$ cat src/rtl/mch3d_spi_pkg.sv
// Shared definitions for the MCH3D SPI command receiver and readback transmitter.
package mch3d_spi_pkg;

  localparam int SPI_BYTE_W = 8;

  typedef logic [2:0] bit_cnt_t;

  localparam logic [SPI_BYTE_W-1:0] IDLE_BYTE_DEFAULT = 8'hFF;
  localparam bit_cnt_t              BIT_CNT_LAST      = 3'd7;

  typedef enum logic {
    IDLE   = 1'b0,
    ACTIVE = 1'b1
  } spi_tx_state_t;

  // One MSB-first shift step: the next bit moves into the MSB, LSB fills with 0.
  function automatic logic [SPI_BYTE_W-1:0] shift_msb_first(input logic [SPI_BYTE_W-1:0] d);
    return {d[SPI_BYTE_W-2:0], 1'b0};
  endfunction

endpackage

$ cat src/rtl/spi_pin_sync.sv
// Multi-stage synchroniser for a slow SPI pin sampled by the system clock.
// A history flop behind the last stage turns the synchronised level into
// single-cycle rise and fall pulses.
module spi_pin_sync #(
  parameter int STAGES = 2
) (
  input  logic clk,
  input  logic rst,
  input  logic pin,
  output logic level,
  output logic rise,
  output logic fall
);

  logic [STAGES-1:0] sync_r;
  logic              hist_r;

  // Synchroniser chain plus one history flop for edge detection.
  always_ff @(posedge clk or negedge rst) begin
    if (!rst) begin
      sync_r <= '0;
      hist_r <= 1'b0;
    end else begin
      sync_r <= {sync_r[STAGES-2:0], pin};
      hist_r <= sync_r[STAGES-1];
    end
  end

  assign level = sync_r[STAGES-1];
  assign rise  = sync_r[STAGES-1] & ~hist_r;
  assign fall  = ~sync_r[STAGES-1] & hist_r;

endmodule

$ cat src/rtl/spi_readback_tx.sv
// SPI mode-0 slave transmitter: drains a FWFT response FIFO and shifts each
// byte out on MISO, MSB first. The SPI pins are oversampled in the clk domain.
module spi_readback_tx
  import mch3d_spi_pkg::*;
#(
  parameter int                    SYNC_STAGES = 2,
  parameter logic [SPI_BYTE_W-1:0] IDLE_BYTE   = IDLE_BYTE_DEFAULT
) (
  input  logic                  clk,
  input  logic                  rst,
  input  logic                  spi_clk,
  input  logic                  spi_cs,
  output logic                  spi_miso,
  output logic                  spi_miso_oe,
  input  logic [SPI_BYTE_W-1:0] resp_rddata,
  input  logic                  resp_empty,
  output logic                  resp_pop,
  output logic                  tx_underrun,
  output logic                  tx_byte_done
);

  // Synchronised pin views. Only the falling SCK edge and the CS edges drive
  // the FSM; rising SCK edges belong to the host, which samples MISO on them.
  logic sck_level_s;
  logic sck_rise_s;
  logic sck_fall_s;
  logic cs_level_s;
  logic cs_rise_s;
  logic cs_fall_s;
  logic unused_sync_s;

  spi_pin_sync #(.STAGES(SYNC_STAGES)) u_sck_sync (
    .clk   (clk),
    .rst   (rst),
    .pin   (spi_clk),
    .level (sck_level_s),
    .rise  (sck_rise_s),
    .fall  (sck_fall_s)
  );

  spi_pin_sync #(.STAGES(SYNC_STAGES)) u_cs_sync (
    .clk   (clk),
    .rst   (rst),
    .pin   (spi_cs),
    .level (cs_level_s),
    .rise  (cs_rise_s),
    .fall  (cs_fall_s)
  );

  assign unused_sync_s = ^{sck_level_s, sck_rise_s, cs_level_s};

  spi_tx_state_t         state_r;
  spi_tx_state_t         state_n_s;
  logic [SPI_BYTE_W-1:0] shift_r;
  logic [SPI_BYTE_W-1:0] shift_n_s;
  bit_cnt_t              bit_cnt_r;
  bit_cnt_t              bit_cnt_n_s;
  logic [SPI_BYTE_W-1:0] load_data_s;

  // Byte presented at every byte boundary: FIFO head, or the idle filler when empty.
  assign load_data_s = resp_empty ? IDLE_BYTE : resp_rddata;

  // State, shift register and bit counter.
  always_ff @(posedge clk or negedge rst) begin
    if (!rst) begin
      state_r   <= IDLE;
      shift_r   <= IDLE_BYTE;
      bit_cnt_r <= 3'd0;
    end else begin
      state_r   <= state_n_s;
      shift_r   <= shift_n_s;
      bit_cnt_r <= bit_cnt_n_s;
    end
  end

  // Next-state logic and the single-cycle pulses. CS deassertion takes
  // priority over a coincident SCK fall so an aborted byte never pops.
  always_comb begin
    state_n_s    = state_r;
    shift_n_s    = shift_r;
    bit_cnt_n_s  = bit_cnt_r;
    resp_pop     = 1'b0;
    tx_underrun  = 1'b0;
    tx_byte_done = 1'b0;
    case (state_r)
      IDLE: begin
        if (cs_rise_s) begin
          shift_n_s   = load_data_s;
          resp_pop    = ~resp_empty;
          tx_underrun = resp_empty;
          bit_cnt_n_s = 3'd0;
          state_n_s   = ACTIVE;
        end else begin
          state_n_s = IDLE;
        end
      end
      ACTIVE: begin
        if (cs_fall_s) begin
          state_n_s   = IDLE;
          bit_cnt_n_s = 3'd0;
          shift_n_s   = IDLE_BYTE;
        end else if (sck_fall_s) begin
          if (bit_cnt_r == BIT_CNT_LAST) begin
            // Byte boundary: reload immediately so bytes run back-to-back.
            tx_byte_done = 1'b1;
            shift_n_s    = load_data_s;
            resp_pop     = ~resp_empty;
            tx_underrun  = resp_empty;
            bit_cnt_n_s  = 3'd0;
          end else begin
            shift_n_s   = shift_msb_first(shift_r);
            bit_cnt_n_s = bit_cnt_r + 3'd1;
          end
        end else begin
          state_n_s = ACTIVE;
        end
      end
      default: begin
        state_n_s   = IDLE;
        shift_n_s   = IDLE_BYTE;
        bit_cnt_n_s = 3'd0;
      end
    endcase
  end

  assign spi_miso    = shift_r[SPI_BYTE_W-1];
  assign spi_miso_oe = (state_r == ACTIVE);

endmodule

$ cat config.mk
export PLATFORM = sky130hd
export DESIGN_NAME = spi_readback_tx
export DESIGN_NICKNAME = d
export VERILOG_FILES = /design/src/rtl/mch3d_spi_pkg.sv /design/src/rtl/spi_pin_sync.sv /design/src/rtl/spi_readback_tx.sv
export SDC_FILE = /design/constraint.sdc
export NUM_CORES = 1
export LEC_CHECK = 0
export ABC_AREA = 1
export CAP_MARGIN = 5
export CORE_MARGIN = 10
export CORE_UTILIZATION = 45
export CTS_CLUSTER_DIAMETER = 60
export DETAILED_ROUTE_END_ITERATION = 16
export PLACE_DENSITY = 0.73
export SETUP_SLACK_MARGIN = 0.3
export SLEW_MARGIN = 20
export SYNTH_ARGS = -nofsm -noshare
export SYNTH_HDL_FRONTEND = slang
export SYNTH_SLANG_ARGS = --single-unit
export TNS_END_PERCENT = 30
$ cat constraint.sdc
create_clock -name clk -period 1.25 [get_ports clk]
set_clock_uncertainty 0.05 [all_clocks]
set_input_delay 0.25 -clock clk [delete_from_list [all_inputs] [get_ports clk]]
set_output_delay 0.25 -clock clk [all_outputs]
set_load 0.005 [all_outputs]
==> summary.txt <==
Critical Path End Type: primary output
CTS tree: done
CTS root buf: clkbuf_4
GP Congestion: 0.819
Least-Margin Pin Slew: 204 ps
largest net degree at the start of global routing: 19
vias per inst: 5.03
IR drop worst, VDD: 0.989 mV
total CTS buffers: 3
yosys warns: 0
initial antenna violation count: 0
initial DRC count: 83
Post-Syn Area per Cell: 7.98 µm²
Syn Nets: 138
post-route ant nets: 0
Die Ht: 66.7 µm
synthesized area: 981 µm²
post-synthesis sequential area ratio: 46.9%
Placed Cells: 178
CP required: 950 ps
status: finished, violations left
CP Data Arrival Time: 1440 ps
die width: 66.7 µm
core area: 2020 µm²
WL/cell: 14.0 µm
DRC Markers: 0
vias after detailed routing: 950
Final HPWL DP: 1630 µm
Initial Util: 48.5%
Final Hold Fails: 0
Area growth syn-to-layout: 52.7%
pre-CTS WS: -576 ps
Setup Crit Path Kind: reg -> out
Final Critical Period: 1740 ps
H-tree Lvls: 1
Slew Limit Fails: 0
Synth Register Bits: 18
most frequent cells in the layout: 37 x nand2_1, 17 x nand3_1, 14 x buf_4, 13 x inv_1, 12 x clkdlybuf4s50_1
Post-Layout Inst Area: 1500 µm²
hold crit path type: in -> async
fin nets: 178
utilization after layout: 74.1%
FP Rows: 16
unrepaired setup endpoints after global routing: yes
GRT overflow: 0
Max Buffers Root-to-Sink: 2
clk_lat worst skew: 300 ps
CP startpoint kind: register
relative slew slack: 86.4%
most common cell after layout, fill and taps aside: nand2_1
f_max: 0.574 GHz
fillers: 133
fin worst setup slack: -491 ps
layout cell share with drive strength beyond 1: 40.1%
Die Area: 4450 µm²
dpl cell area: 1280 µm²
I/O pin count: 18
failing checks: setup timing
fin crit share: 139%
diode count: 0
final setup vio count: 15
Design Power: 1670 µW
Clock Pin Slew Worst Setup and Hold Paths: 110 ps
first-pass GRT wire length: 4140 µm
Mapped Cells: 123
cts hold-fix bufs: 0
clock sink total: 18
max cap viols: 0
Netlist cell types: 16
TritonRoute pass-1 iters: 4
final std cells w/o fill: 189
Static Leakage: 0.000763 µW
Critical Path Fanout Max: 2
Tot GR Track Use: 11.8%
Port Buffers: 17
pwr/cell area: 1120 nW/µm²
routed wire length: 2650 µm
vias in the first global route: 906
## per-layer routing
metal / track usage, % / wire (µm) / up-vias
li1: - / - / 469
met1: 14.1 / 1090 / 437
met2: 19.0 / 1310 / 40
met3: 3.34 / 222 / 4
met4: 5.50 / 33 / 0
met5: 0 / 0 / -
## synth_stat cells, drive strengths merged
master | instances | share of area [%]
dfrtp | 10 | 26
clkinv | 1 | 0.38
buf | 3 | 3.1
nand3 | 26 | 16
inv | 16 | 6.1
nand4 | 2 | 1.3
dfstp | 8 | 21
nor2 | 7 | 2.7
nand2 | 47 | 20
o21ai | 1 | 0.89
ha | 2 | 2.6
## final timing paths
kind | end | slack (ps) | startpoint | depth (start not counted)
min reg2reg | u_sck_sync.sync_r[1] | 320 | u_sck_sync.sync_r[0] | 0
max | tx_underrun | -490 | bit_cnt_r[1] | 7
min in group clk | u_sck_sync.sync_r[1] | 320 | u_sck_sync.sync_r[0] | 0
max in group asynchronous | shift_r[3] | 710 | rst | 2
max reg2reg | bit_cnt_r[0] | -350 | bit_cnt_r[1] | 9
min | u_sck_sync.hist_r | 210 | rst | 2
## what timing repair did
| action | CTS | global route |
|---|---|---|
| setup endpoints to repair | 17 | 17 |
| endpoints found under the hold margin | 0 | 0 |
| setup buffers | 4 | 1 |
| gates resized for setup | 37 | 18 |
| cloned | 0 | 2 |
| pin swaps | 3 | 9 |
## power by group
part | switching (µW) | internal [µW]
Clock | 184 | 124
Sequential | 59.6 | 733
Combinational | 297 | 277
Total | 540 | 1130
## state kept, by name (all words and copies together) (netlist names)
name / flops
bit_cnt_r: 3
shift_r: 8
spi_miso_oe: 1
u_cs_sync.hist_r: 1
u_cs_sync.sync_r: 2
u_sck_sync.hist_r: 1
u_sck_sync.sync_r: 2
## final cells by class
type                    instances  area [µm²]  share of cell area (%)
clock buffers                   4        26.3                    1.75
inverters                      17        78.8                    5.26
multi-input cells              86         549                    36.7
flip-flops and latches         18         460                    30.7
well taps                      27        33.8                    2.26
repair buffers                 36         340                    22.7
repair inverters                1        8.76                   0.585
## cells by family (layout without fill, tap and decap cells)
family | after synthesis | in the layout | synth area share, %
buffers and inverters | 20 | 58 | 9.57
DFF | 18 | 18 | 46.9
and+or+nand+nor | 82 | 83 | 40.1
AOI/OAI and AO/OA | 1 | 1 | 0.893
adders and majority gates | 2 | 2 | 2.55
## through the flow
stage / hold slack, ps / TNS, ps
after floorplan: -95.6 / -154
after global placement: 282 / -2630
after detailed placement: 299 / -2920
after CTS: 219 / -2980
after global routing: 222 / -5220
final: 212 / -4480
## critical path: stages, from the launching register on
cell	delay, ps
dfrtp_1	380
ha_2	200
ha_4	150
nand3_4	80
nand2_2	70
nand2_1	50
nor2_1	90
buf_2	120
No activity file was read; power rests on OpenSTA's default activity.
